--- src/rtl/washing_machine_plant.sv ---
// washing_machine_plant
//   Behavioural appliance model that sits on the far side of the washing
//   machine controller. It turns actuator commands into the sensor feedback
//   the controller waits on. It also latches a sticky fault when the
//   controller drives an unsafe actuator combination.
//
// Handshake: there is no valid/ready traffic here. Every input is a level
//   sampled on each rising clk edge. Every output is a register that is
//   updated on that same edge.
//
// Ports
//   clk, reset        rising-edge clock, synchronous active-high reset
//   door_lock         door locked by controller
//   motor_on          drum motor command
//   fill_value_on     fill valve open
//   drain_value_on    drain valve open
//   soap_wash         controller in soap-wash phase
//   water_wash        controller in rinse phase
//   done              controller cycle complete (clears detergent and timers)
//   filled            level == LEVEL_MAX
//   detergent_added   detergent dispensed (sticky until done/reset)
//   cycle_timeout     wash/rinse agitation time elapsed
//   drained           level == 0
//   spin_timeout      spin time elapsed
//   level             current water level
//   phase             0 IDLE, 1 FILL, 2 WASH, 3 DRAIN, 4 SPIN, 7 FAULT (debug state)
//   fault             sticky illegal-actuation flag
module washing_machine_plant #(
  parameter int LEVEL_W     = 8,
  parameter int LEVEL_MAX   = 100,
  parameter int FILL_RATE   = 10,
  parameter int DRAIN_RATE  = 20,
  parameter int DET_CYCLES  = 2,
  parameter int WASH_CYCLES = 8,
  parameter int SPIN_CYCLES = 6,
  parameter int TIMER_W     = 8
) (
  input  logic               clk,
  input  logic               reset,
  input  logic               door_lock,
  input  logic               motor_on,
  input  logic               fill_value_on,
  input  logic               drain_value_on,
  input  logic               soap_wash,
  input  logic               water_wash,
  input  logic               done,
  output logic               filled,
  output logic               detergent_added,
  output logic               cycle_timeout,
  output logic               drained,
  output logic               spin_timeout,
  output logic [LEVEL_W-1:0] level,
  output logic [2:0]         phase,
  output logic               fault
);

  typedef enum logic [2:0] {
    PH_IDLE  = 3'd0,
    PH_FILL  = 3'd1,
    PH_WASH  = 3'd2,
    PH_DRAIN = 3'd3,
    PH_SPIN  = 3'd4,
    PH_FAULT = 3'd7
  } phase_e;

  localparam logic [LEVEL_W-1:0] LMAX     = LEVEL_W'(LEVEL_MAX);
  localparam logic [LEVEL_W:0]   LMAX_EXT = (LEVEL_W+1)'(LEVEL_MAX);
  localparam logic [LEVEL_W:0]   FILL_EXT = (LEVEL_W+1)'(FILL_RATE);
  localparam logic [LEVEL_W-1:0] DRAIN_L  = LEVEL_W'(DRAIN_RATE);
  localparam logic [TIMER_W-1:0] DET_T    = TIMER_W'(DET_CYCLES);
  localparam logic [TIMER_W-1:0] WASH_T   = TIMER_W'(WASH_CYCLES);
  localparam logic [TIMER_W-1:0] SPIN_T   = TIMER_W'(SPIN_CYCLES);
  localparam logic [TIMER_W-1:0] T_ONE    = TIMER_W'(1);

  phase_e             phase_q, phase_d;
  logic [LEVEL_W-1:0] level_q, level_d;
  logic               filled_q, filled_d;
  logic               drained_q, drained_d;
  logic               det_q, det_d;
  logic               ct_q, ct_d;
  logic               st_q, st_d;
  logic               fault_q, fault_d;
  logic [TIMER_W-1:0] det_t_q, det_t_d;
  logic [TIMER_W-1:0] wash_t_q, wash_t_d;
  logic [TIMER_W-1:0] spin_t_q, spin_t_d;
  logic [LEVEL_W:0]   fill_sum;
  logic               level_full, level_empty, det_qual;

  // Rinse-phase indication is part of the controller interface. Agitation
  // timing does not depend on it, because WASH phase alone drives the timer.
  logic unused_inputs;
  assign unused_inputs = water_wash;

  always_comb begin
    level_d     = level_q;
    fill_sum    = {1'b0, level_q} + FILL_EXT;
    level_full  = (level_q == LMAX);
    level_empty = (level_q == '0);

    // Level integrator. It saturates at both ends. Opposing valves hold the level.
    if (fill_value_on && !drain_value_on) begin
      level_d = (fill_sum >= LMAX_EXT) ? LMAX : fill_sum[LEVEL_W-1:0];
    end else if (drain_value_on && !fill_value_on) begin
      level_d = (level_q <= DRAIN_L) ? '0 : level_q - DRAIN_L;
    end

    filled_d  = (level_d == LMAX);
    drained_d = (level_d == '0);

    fault_d = fault_q
            | (fill_value_on && drain_value_on)
            | (motor_on && !door_lock)
            | ((fill_value_on || !level_empty) && !door_lock && motor_on);

    // Phase uses the fault value being latched on this edge. FAULT therefore
    // appears together with the fault flag, not one cycle later.
    phase_d = PH_IDLE;
    if (fault_d)                                      phase_d = PH_FAULT;
    else if (fill_value_on)                           phase_d = PH_FILL;
    else if (drain_value_on && motor_on && level_empty) phase_d = PH_SPIN;
    else if (drain_value_on)                          phase_d = PH_DRAIN;
    else if (motor_on && level_full)                  phase_d = PH_WASH;

    // Detergent dispenser: it needs DET_CYCLES consecutive qualifying cycles.
    det_qual = soap_wash && level_full && !det_q;
    det_t_d  = '0;
    det_d    = det_q;
    if (det_qual) begin
      det_t_d = (det_t_q == DET_T) ? det_t_q : det_t_q + T_ONE;
      if (det_t_d == DET_T) det_d = 1'b1;
    end

    // The wash and spin timers follow the phase being entered on this edge.
    // Leaving the phase therefore clears them on the same edge.
    wash_t_d = '0;
    if (phase_d == PH_WASH) wash_t_d = (wash_t_q == WASH_T) ? wash_t_q : wash_t_q + T_ONE;
    ct_d = (wash_t_d == WASH_T);

    spin_t_d = '0;
    if (phase_d == PH_SPIN) spin_t_d = (spin_t_q == SPIN_T) ? spin_t_q : spin_t_q + T_ONE;
    st_d = (spin_t_d == SPIN_T);

    // Both end-of-cycle and fault blank every timer output. Level is unaffected.
    if (done || fault_d) begin
      det_t_d  = '0;
      wash_t_d = '0;
      spin_t_d = '0;
      det_d    = 1'b0;
      ct_d     = 1'b0;
      st_d     = 1'b0;
    end
  end

  always_ff @(posedge clk) begin
    if (reset) begin
      phase_q   <= PH_IDLE;
      level_q   <= '0;
      filled_q  <= 1'b0;
      drained_q <= 1'b1;
      det_q     <= 1'b0;
      ct_q      <= 1'b0;
      st_q      <= 1'b0;
      fault_q   <= 1'b0;
      det_t_q   <= '0;
      wash_t_q  <= '0;
      spin_t_q  <= '0;
    end else begin
      phase_q   <= phase_d;
      level_q   <= level_d;
      filled_q  <= filled_d;
      drained_q <= drained_d;
      det_q     <= det_d;
      ct_q      <= ct_d;
      st_q      <= st_d;
      fault_q   <= fault_d;
      det_t_q   <= det_t_d;
      wash_t_q  <= wash_t_d;
      spin_t_q  <= spin_t_d;
    end
  end

  assign filled          = filled_q;
  assign detergent_added = det_q;
  assign cycle_timeout   = ct_q;
  assign drained         = drained_q;
  assign spin_timeout    = st_q;
  assign level           = level_q;
  assign phase           = phase_q;
  assign fault           = fault_q;

endmodule

--- config.mk ---
export PLATFORM = sky130hd
export DESIGN_NAME = washing_machine_plant
export DESIGN_NICKNAME = d
export VERILOG_FILES = /design/src/rtl/washing_machine_plant.sv
export SDC_FILE = /design/constraint.sdc
export NUM_CORES = 1
export LEC_CHECK = 0
export CAP_MARGIN = 40
export CORE_ASPECT_RATIO = 1.2
export CORE_MARGIN = 1.5
export CORE_UTILIZATION = 51
export CTS_CLUSTER_DIAMETER = 60
export DETAILED_ROUTE_END_ITERATION = 16
export GPL_TIMING_DRIVEN = 0
export PLACE_DENSITY_LB_ADDON = 0.05
export SLEW_MARGIN = 0
export SYNTH_ARGS = -nofsm -noshare
export SYNTH_HDL_FRONTEND = slang
export SYNTH_SLANG_ARGS = --single-unit
--- constraint.sdc ---
create_clock -name clk -period 2.15 [get_ports clk]
set_input_delay 0.3225 -clock clk [delete_from_list [all_inputs] [get_ports clk]]
set_output_delay 0.3225 -clock clk [all_outputs]
set_load 0.05 [all_outputs]
==> results.ini, run 1 <==
[synth]
ys_async_sr_fraction_pct=0
synth_ff_type=sky130_fd_sc_hd__dfxtp_1
fraction_of_the_yosys_area_taken_by_sequential_cells_pct=32.5
synth_cell_type_count=60
postSynthRegisterBits=41
synth_enable_flop_cells=0
ys.warnings.count=0
post_synth.cell_area_avg_um2=8.03
synth_area_um2=2520
syn-num-nets=334
synthCells=314

[setup_path]
cp_top_family=simple AND/OR/NAND/NOR gates
arrival_ps=2450
critical_path_cell_count=6
critical_path.slowest_cell=sky130_fd_sc_hd__or4b_4
r2r_cells=6
critical_path.reg2reg.startpoint=level[5]
crit_path_launch=level[5]
rr_endpoint=drained
max_stage_delay_ps=490
crit_path_end=drained
critical_setup_path_kind=reg2reg
cp_cell_sequence=or3_4 > a21o_1 > a32o_2 > nor3_4 > or4b_4 > o41ai_2
critical_path_fanout_max=6
path_buf_inv=0
critical_path_required_ps=2360
setup.reg_to_reg.worst_slack_ps=-90
worst_setup_path_start_kind=flip-flop
worst_setup_path_end_kind=flip-flop

[die]
core.rowCount=27
floorplan.core_area_um2=4660
die-width_um=67.2
ios=26
floorplan.die_area_um2=5380
initial_utilization_pct=54.1
die_height_um=80.0

[sta]
timing.final.ws_setup_ps=-93.3
clock.fmax_mhz=446
fin_worst_skew_ps=6.60
hold_violations=0
final.period_utilization_pct=104
maxSlewHeadroom_pct=62.4
period_minus_slack_ps=2240
grt_setup_unrepaired=yes
final_max_slew_viol_count=0
tightest_slew_ps=564
setup_violation_total_in_the_final_timing_report=1
timing.hold.ws_ps=459
setup-tns-final_ps=-93.3

[cts]
numCtsBuffers=5
worst_skew_pair.late_latency_ps=300
postCtsHoldBufs=0
ctsRootBufferMaster=sky130_fd_sc_hd__clkbuf_8
clock_tree.htree_level_count=2
cts.clk_slew.worst_paths_ps=90
tritoncts_num_sinks=41
cts-root-to-sink-buffers=2
cts_tree=yes

[drt]
routed_wire_length_per_instance_um=15.7
remaining_drc_errors=0
drt-pass1-iter-count=4
drt.antenna.violating_nets=0
iter_0_drt_violations=124
via_count=2538
wirelength_um=6610
via_per_inst=6.01

[global_route]
grt_max_degree=15
grt_overflow_total=0
grt_pass1_vias=2240
first_pass_grt_wire_length_um=10300
number_of_antenna_violations_at_the_first_check_in_global_routing=0
grtUsageTotal_pct=24.8

[layout]
layout.core_utilization_pct=71.9
drive_above_1_share_pct=20.6
final-instance-count-excl-fill=422
final_area_um2=3350
design.final.nets=383
layout-area-overhead-vs-synth_pct=32.9
antennaDiodeCount=0

[run_status]
failed_checks=setup timing
status=complete, but fails checks

[power]
power_per_cell_area_nw_per_um2=535
leakage_nw=1.22
vdd_drop_max_mv=0.344
total_power_mw=1.80

[hold_path]
worstHoldPathCells=2
hold_path_class=in2reg

[job]
drv.max_cap_violation_count=0

[placement]
dp_hpwl_um=4300
routabilityCongestion=0.954
dp.cells=394
post_dp_cell_area_um2=2850
dp_slack_ps=-782
numPortBuffers=22

==> routing by layer <==
metal  up-vias  share of wire (%)  GRT usage, %
li1       1228                  -             -
met1      1199                 42          31.0
met2        91                 49          41.5
met3        20                5.4          4.23
met4         0                3.0          10.0
met5         -                  0             0
==> worst min path at each step <==
| stage | startpoint | to | slack, ps |
|---|---|---|---|
| floorplan | soap_wash | det_t_q[1] | 510 |
| global placement | detergent_added | detergent_added | 520 |
| detailed placement | detergent_added | detergent_added | 550 |
| CTS | reset | fault | 440 |
| global route | reset | level[2] | 470 |
| finish | reset | fault | 460 |
==> cells in the final DEF, fill, tap and decap left out, types with 10 or more instances in the layout <==
master / count
sky130_fd_sc_hd__nor3_1: 12
sky130_fd_sc_hd__nor2_1: 39
sky130_fd_sc_hd__xnor2_1: 17
sky130_fd_sc_hd__nand3_1: 21
sky130_fd_sc_hd__dfxtp_1: 34
sky130_fd_sc_hd__o21ai_0: 11
sky130_fd_sc_hd__clkdlybuf4s50_1: 21
sky130_fd_sc_hd__nand2_1: 21
sky130_fd_sc_hd__inv_1: 10
sky130_fd_sc_hd__buf_4: 21
==> area by class of cell <==
type	instances	area, um^2
multi-input combinational	245	1780
fill	352	1310
sequential	41	842
timing repair buffer	44	388
clock buffer	6	93.8
buffer	13	77.6
tap	58	72.6
inverter	13	56.3
clock inverter	2	38.8
==> timing repair <==
item | 4_1_cts | 5_1_grt
gates resized for setup | 23 | 25
setup endpoints to repair | 23 | 15
buffers inserted | 9 | 13
pin swaps | 10 | 12
==> kinds of logic after synthesis <==
| group | after synthesis | share of synthesized area [%] |
|---|---|---|
| AO/OA/AOI/OAI | 67 | 18.9 |
| AND/OR/NAND/NOR | 139 | 28.9 |
| XOR/XNOR | 26 | 9.03 |
| adder cells (fa/ha/maj) | 11 | 5.46 |
| buffers and inverters | 28 | 4.31 |
| multiplexers | 2 | 0.794 |
| flip-flops | 41 | 32.5 |
==> worst reg2reg max path: stages, from the launching register on <==
cell,delay (ps)
sky130_fd_sc_hd__dfxtp_2,360
sky130_fd_sc_hd__or3_4,420
sky130_fd_sc_hd__a21o_1,200
sky130_fd_sc_hd__a32o_2,300
sky130_fd_sc_hd__nor3_4,200
sky130_fd_sc_hd__or4b_4,490
sky130_fd_sc_hd__o41ai_2,210
==> synth_stat cells (5+ instances only) <==
cell type | n | area, um^2
sky130_fd_sc_hd__ha_1 | 11 | 138
sky130_fd_sc_hd__clkbuf_1 | 11 | 41.3
sky130_fd_sc_hd__a21oi_1 | 11 | 55.1
sky130_fd_sc_hd__xor2_1 | 9 | 78.8
sky130_fd_sc_hd__nor3_1 | 12 | 60.1
sky130_fd_sc_hd__and3_1 | 5 | 31.3
sky130_fd_sc_hd__nand3_1 | 22 | 110
sky130_fd_sc_hd__dfxtp_1 | 41 | 821
sky130_fd_sc_hd__nor2_1 | 39 | 146
sky130_fd_sc_hd__o31ai_1 | 5 | 37.5
sky130_fd_sc_hd__nand2_1 | 21 | 78.8
sky130_fd_sc_hd__nand4b_1 | 5 | 43.8
sky130_fd_sc_hd__inv_1 | 12 | 45.0
sky130_fd_sc_hd__o21ai_0 | 12 | 60.1
sky130_fd_sc_hd__xnor2_1 | 17 | 149
==> power breakdown <==
part	switching [mW]	total [mW]	internal [mW]
logic	0.169	0.295	0.126
clock network	0.296	0.717	0.421
registers	0.0151	0.784	0.769
==> state kept, by name (all words and copies together), names as in the netlist <==
signal,count
det_t_q,8
level,8
filled,1
drained,1
cycle_timeout,1
detergent_added,1
spin_t_q,8
wash_t_q,8
phase,3
fault,1
spin_timeout,1
Power figures use the tool's default switching activity.
==> run 2: changes to the inputs <==
--- a/config.mk
+++ b/config.mk
@@ -8,10 +8,10 @@
 export CAP_MARGIN = 40
 export CORE_ASPECT_RATIO = 1.2
 export CORE_MARGIN = 1.5
-export CORE_UTILIZATION = 51
+export CORE_UTILIZATION = 55
 export CTS_CLUSTER_DIAMETER = 60
 export DETAILED_ROUTE_END_ITERATION = 16
-export GPL_TIMING_DRIVEN = 0
+export MAX_ROUTING_LAYER = met4
 export PLACE_DENSITY_LB_ADDON = 0.05
 export SLEW_MARGIN = 0
 export SYNTH_ARGS = -nofsm -noshare
==> constraint.sdc (replaced) <==
create_clock -name clk -period 2.65 [get_ports clk]
set_input_delay 0.3975 -clock clk [delete_from_list [all_inputs] [get_ports clk]]
set_output_delay 0.3975 -clock clk [all_outputs]
set_load 0.05 [all_outputs]
==> run 2 against run 1 <==
  * Sequential share of layout area increased by 2.2 points
  * Fmax decreased by 9.1%
  * Non-clock buffer count decreased by 14
  * First-iteration DRC count is 4.8% lower
  * The flow now finishes without violations
  * Hold slack better by 84 ps
  * Sequential power fell by 19%
  * Highest routed layer unchanged
  * Via count down 7.7%
  * Design area fell by 10%
  * Clock power shrank 44%
  * Utilization down 2.5 points
==> results.ini, run 2 (same netlist as run 1, synthesis figures left out) <==
[setup_path]
path_buf_inv=1  ; +1
critical_path.reg2reg.startpoint=level[2]
critical_path_required_ps=2850  ; +490 ps
crit_path_end=drained
critical_path_cell_count=8  ; +2
critical_setup_path_kind=reg2reg
cp_cell_sequence=inv_1 > ha_1 > nand2b_1 > nand3_1 > o21ai_0 > a32o_1 > or4b_1 > o41ai_2
r2r_cells=8  ; +2
critical_path.slowest_cell=sky130_fd_sc_hd__or4b_1
cp_top_family=simple AND/OR/NAND/NOR gates
rr_endpoint=drained
worst_setup_path_end_kind=flip-flop
arrival_ps=2670  ; +220 ps
worst_setup_path_start_kind=flip-flop
setup.reg_to_reg.worst_slack_ps=180  ; +280 ps
critical_path_fanout_max=7  ; +1
max_stage_delay_ps=570  ; +80 ps
crit_path_launch=level[2]

[power]
power_per_cell_area_nw_per_um2=409  ; -24%
vdd_drop_max_mv=0.311  ; -9.5%
leakage_nw=1.10  ; -9.2%

[layout]
filler_cell_count=360  ; +2.3%
antennaDiodeCount=0  ; unchanged
multi_input_comb_area_um2=1600  ; -11%
design.final.nets=369  ; -3.7%
ff_latch_area_um2=821  ; -2.5%
final_area_um2=3010  ; -10%
final_common_cell=sky130_fd_sc_hd__dfxtp_1
drive_above_1_share_pct=11.1  ; -9.5 points
layout-area-overhead-vs-synth_pct=19.1
leading_cell_types_in_the_layout_fill_and_taps_excluded=sky130_fd_sc_hd__dfxtp_1 (41), sky130_fd_sc_hd__nor2_1 (39), sky130_fd_sc_hd__clkdlybuf4s50_1 (24)

[cts]
worst_skew_pair.late_latency_ps=300  ; about the same
cts-root-to-sink-buffers=2  ; unchanged
cts.clk_slew.worst_paths_ps=80  ; about the same
tritoncts_num_sinks=41  ; unchanged
ctsRootBufferMaster=sky130_fd_sc_hd__clkbuf_8
clock_tree.htree_level_count=2  ; unchanged
cts_tree=yes
numCtsBuffers=5  ; unchanged

[drt]
via_count=2343  ; -7.7%
via_per_inst=5.77  ; -4.0%
iter_0_drt_violations=118  ; -4.8%
wirelength_um=5890  ; -11%
drt-pass1-iter-count=4  ; unchanged
remaining_drc_errors=0  ; unchanged
drt.antenna.violating_nets=0  ; unchanged
routed_wire_length_per_instance_um=14.5  ; -7.4%

[die]
die-width_um=64.8  ; -3.5%
ios=26  ; unchanged
die_height_um=77.2  ; -3.6%
core.rowCount=26  ; -3.7%
floorplan.core_area_um2=4330  ; -7.2%
initial_utilization_pct=58.3  ; +4.2 points
floorplan.die_area_um2=5000  ; -7.0%

[placement]
routabilityCongestion=1.02  ; +6.8%
numPortBuffers=24  ; +9.1%
dp_hpwl_um=4420  ; +2.8%
post_dp_cell_area_um2=2920  ; +2.3%

[sta]
tightest_slew_ps=537  ; -27.0 ps
setup-tns-final_ps=0  ; +93.3 ps
fin_worst_skew_ps=8.47  ; +1.88 ps
clock.fmax_mhz=405  ; -9.1%
period_minus_slack_ps=2470  ; +225 ps
final_max_slew_viol_count=0  ; unchanged
setup_violation_total_in_the_final_timing_report=0  ; -1
maxSlewHeadroom_pct=64.2  ; +1.7 points
hold_violations=0  ; unchanged
grt_setup_unrepaired=no
final.period_utilization_pct=93.1  ; -11 points

[global_route]
grtUsageTotal_pct=26.2  ; +1.4 points
grt_overflow_total=0  ; unchanged
number_of_antenna_violations_at_the_first_check_in_global_routing=0  ; unchanged
grt_max_degree=16  ; +1
first_pass_grt_wire_length_um=10200  ; -1.1%
grt_pass1_vias=2265  ; +1.1%

[hold_path]
hold_path_class=reg2reg

[run_status]
status=finished, final reports clean

[job]
drv.max_cap_violation_count=0  ; unchanged

-- run 2: cell types whose count changed in the layout (fill, tap and decap cells not counted), moves of 3 or more --
cell	before	now
sky130_fd_sc_hd__ha_1	7	11
sky130_fd_sc_hd__dfxtp_1	34	41
sky130_fd_sc_hd__clkdlybuf4s50_1	21	24
sky130_fd_sc_hd__ha_4	4	0
sky130_fd_sc_hd__clkbuf_1	7	0
sky130_fd_sc_hd__dfxtp_4	5	0
sky130_fd_sc_hd__buf_6	3	0
-- run 2: metrics by stage --
step	total power [mW]	setup slack [ps]	util (%)	hold slack [ps]	cells
after floorplan	0.771	11.1	-	533	314
after global placement	0.842	127	67.4	510	398
after detailed placement	0.842	92.2	67.4	508	398
after CTS	1.24	214	69.4	537	406
after global routing	1.30	52.2	69.5	578	406
final	1.23	182	69.5	542	406
-- run 2: worst reg2reg max path, stage by stage (launching register included) --
cell and delay, ps:
sky130_fd_sc_hd__dfxtp_1 510, sky130_fd_sc_hd__inv_1 150, sky130_fd_sc_hd__ha_1 270, sky130_fd_sc_hd__nand2b_1 220, sky130_fd_sc_hd__nand3_1 120, sky130_fd_sc_hd__o21ai_0 80, sky130_fd_sc_hd__a32o_1 230, sky130_fd_sc_hd__or4b_1 570
sky130_fd_sc_hd__o41ai_2 200
-- run 2: cell type report --
type / instances / share of cell area (%)
well taps: 56 / 2.33
clock buffers: 5 / 2.29
flip-flops and latches: 41 / 27.3
clock inverters: 3 / 0.583
multi-input cells: 245 / 53.1
repair buffers: 43 / 12.7
inverters: 13 / 1.62
-- run 2: worst min path at each step --
| stage | from | endpoint | cells past startpoint |
|---|---|---|---|
| floorplan | spin_t_q[4] | spin_t_q[4] | 2 |
| global placement | detergent_added | detergent_added | 2 |
| detailed placement | detergent_added | detergent_added | 2 |
| CTS | detergent_added | detergent_added | 2 |
| global route | detergent_added | detergent_added | 2 |
| finish | detergent_added | detergent_added | 2 |
-- run 2: timing repair --
item | 4_1_cts | 5_1_grt
hold buffers | 0 | 0
setup buffers | 0 | 0
setup endpoints to repair | 0 | 2
resized for setup | 0 | 1
endpoints found under the hold margin | 0 | 0
-- run 2: per-layer routing --
layer  vias to the layer above  wire length (um)  global-route usage (%)
met5                         -                 0                       -
met4                         0                68                    6.60
met3                         6               263                    4.25
met2                        49              2900                    44.0
met1                      1096              2660                    32.5
li1                       1192                 -                       -
-- run 2: where the power goes --
part           internal, mW  switching, mW
Sequential            0.626         0.0104
Clock                 0.182          0.219
Combinational        0.0784          0.114
Total                 0.886          0.344
==> run 3: changes to the inputs <==
==> constraint.sdc (replaced) <==
create_clock -name clk -period 2.59 [get_ports clk]
set_input_delay 0.3885 -clock clk [delete_from_list [all_inputs] [get_ports clk]]
set_output_delay 0.3885 -clock clk [all_outputs]
set_load 0.05 [all_outputs]
==> run 3 against run 2 <==
  * Total power is 6.4% higher
  * Hold slack improved by 3.3 ps
  * Largest cell class unchanged
  * Combinational power rose by 5%
  * Fmax rose by 0.31%
  * Die area did not move
  * Clock skew fell by 1.7 ps
  * Sequential power rose by 2%
==> results.ini, run 3 (same netlist as run 1, synthesis figures left out) <==
[layout]
design.final.nets=370  ; +0.27%
drive_above_1_share_pct=12.0  ; +0.82 points
final-instance-count-excl-fill=407  ; +0.25%
final_common_cell=sky130_fd_sc_hd__dfxtp_1
leading_cell_types_in_the_layout_fill_and_taps_excluded=sky130_fd_sc_hd__dfxtp_1 (40), sky130_fd_sc_hd__nor2_1 (39), sky130_fd_sc_hd__clkdlybuf4s50_1 (24)
layout-area-overhead-vs-synth_pct=20.4
antennaDiodeCount=0  ; unchanged

[cts]
cts_tree=yes
numCtsBuffers=5  ; unchanged
post_cts.resized_instances=0  ; unchanged
cts-root-to-sink-buffers=2  ; unchanged
cts.clk_slew.worst_paths_ps=80  ; about the same
ctsRootBufferMaster=sky130_fd_sc_hd__clkbuf_8
worst_skew_pair.late_latency_ps=310  ; about the same
clock_tree.htree_level_count=2  ; unchanged
tritoncts_num_sinks=41  ; unchanged
post-cts-setup-buffers=0  ; unchanged
postCtsHoldBufs=0  ; unchanged

[placement]
routabilityCongestion=0.908  ; -11%
numPortBuffers=24  ; unchanged
dp_hpwl_um=4520  ; +2.2%
dp_slack_ps=-17.3  ; -109 ps
dp.cells=399  ; +0.25%

[drt]
routed_wire_length_per_instance_um=14.9  ; +2.6%
drt-pass1-iter-count=4  ; unchanged
via_per_inst=5.97  ; +3.4%
via_count=2429  ; +3.7%
iter_0_drt_violations=162  ; +37%
wirelength_um=6060  ; +2.8%
drt.antenna.violating_nets=0  ; unchanged
remaining_drc_errors=0  ; unchanged

[sta]
final_max_slew_viol_count=0  ; unchanged
hold_violations=0  ; unchanged
tightest_slew_ps=512  ; -24.3 ps
clock.fmax_mhz=406  ; +0.31%
grt_setup_unrepaired=no
timing.final.ws_setup_ps=129  ; -52.4 ps
setup_violation_total_in_the_final_timing_report=0  ; unchanged
period_minus_slack_ps=2460  ; -7.57 ps
final.period_utilization_pct=95.0  ; +1.9 points
maxSlewHeadroom_pct=65.7  ; +1.6 points
fin_worst_skew_ps=6.82  ; -1.66 ps

[setup_path]
critical_path.reg2reg.startpoint=level[2]
critical_path_required_ps=2800  ; -50 ps
critical_setup_path_kind=reg2reg
critical_path_fanout_max=7  ; unchanged
rr_endpoint=drained
worst_setup_path_start_kind=flip-flop
worst_setup_path_end_kind=flip-flop
r2r_cells=8  ; unchanged
arrival_ps=2670  ; about the same
setup.reg_to_reg.worst_slack_ps=130  ; -50 ps
crit_path_launch=level[2]

[die]
core.rowCount=26  ; unchanged
ios=26  ; unchanged
initial_utilization_pct=58.3  ; unchanged
die-width_um=64.8  ; unchanged
floorplan.core_area_um2=4330  ; unchanged
floorplan.die_area_um2=5000  ; unchanged
die_height_um=77.2  ; unchanged

[global_route]
grtUsageTotal_pct=26.0  ; -0.16 points
number_of_antenna_violations_at_the_first_check_in_global_routing=0  ; unchanged
grt_pass1_vias=2276  ; +0.49%
first_pass_grt_wire_length_um=10200  ; -0.34%
grt_overflow_total=0  ; unchanged
grt_max_degree=16  ; unchanged

[hold_path]
timing.hold.worst_endpoint=detergent_added
hp-start=detergent_added
hold_path_class=reg2reg
worstHoldPathCells=2  ; unchanged

[power]
power_per_cell_area_nw_per_um2=431  ; +5.3%
total_power_mw=1.31  ; +6.4%
vdd_drop_max_mv=0.431  ; +38%
leakage_nw=1.12  ; +1.3%

[run_status]
status=finished, final reports clean

[job]
drv.max_cap_violation_count=0  ; unchanged

==> run 3: worst max path at each step <==
| stage | endpoint | slack, ps |
|---|---|---|
| after floorplan | drained | 70 |
| after global placement | drained | 10 |
| after detailed placement | drained | -20 |
| after CTS | drained | 160 |
| after global routing | drained | 0.02 |
| final | drained | 130 |
==> run 3: final cells by class <==
cell class / count / area (um^2)
fillers: 356 / 1290
multi-input cells: 245 / 1610
repair buffers: 44 / 390
clock buffers: 6 / 82.6
well taps: 56 / 70.1
flip-flops and latches: 41 / 822
clock inverters: 2 / 13.8
inverters: 13 / 48.8
==> run 3: report_power, final <==
part	internal (mW)	switching (mW)
clock	0.216	0.240
combinational	0.0819	0.120
sequential	0.641	0.0109
==> run 3: worst max-delay path, cell delays in order (launching register included) <==
cell	delay (ps)
sky130_fd_sc_hd__dfxtp_1	490
sky130_fd_sc_hd__inv_1	170
sky130_fd_sc_hd__ha_1	260
sky130_fd_sc_hd__nand2b_1	230
sky130_fd_sc_hd__nand3_1	130
sky130_fd_sc_hd__o21ai_0	90
sky130_fd_sc_hd__a32o_1	220
sky130_fd_sc_hd__or4b_1	570
sky130_fd_sc_hd__o41ai_2	210
==> run 3: per-stage QoR <==
step	utilization (%)	TNS [ps]	instance area, um^2	hold WS [ps]
4_1_cts	69.8	0	3020	549
6_report	70.2	0	3040	546
2_1_floorplan	-	0	2520	533
3_3_place_gp	67.6	0	2920	507
5_1_grt	70.2	0	3040	585
3_5_place_dp	67.6	-17.3	2920	517
==> run 3: routing by layer <==
layer  track usage (%)  up-vias  wire length [um]
li1                  -     1204                 -
met1              32.5     1147              2730
met2              42.3       69              2990
met3              4.84        9               250
met4              8.30        0                92
met5                 -        -                 0
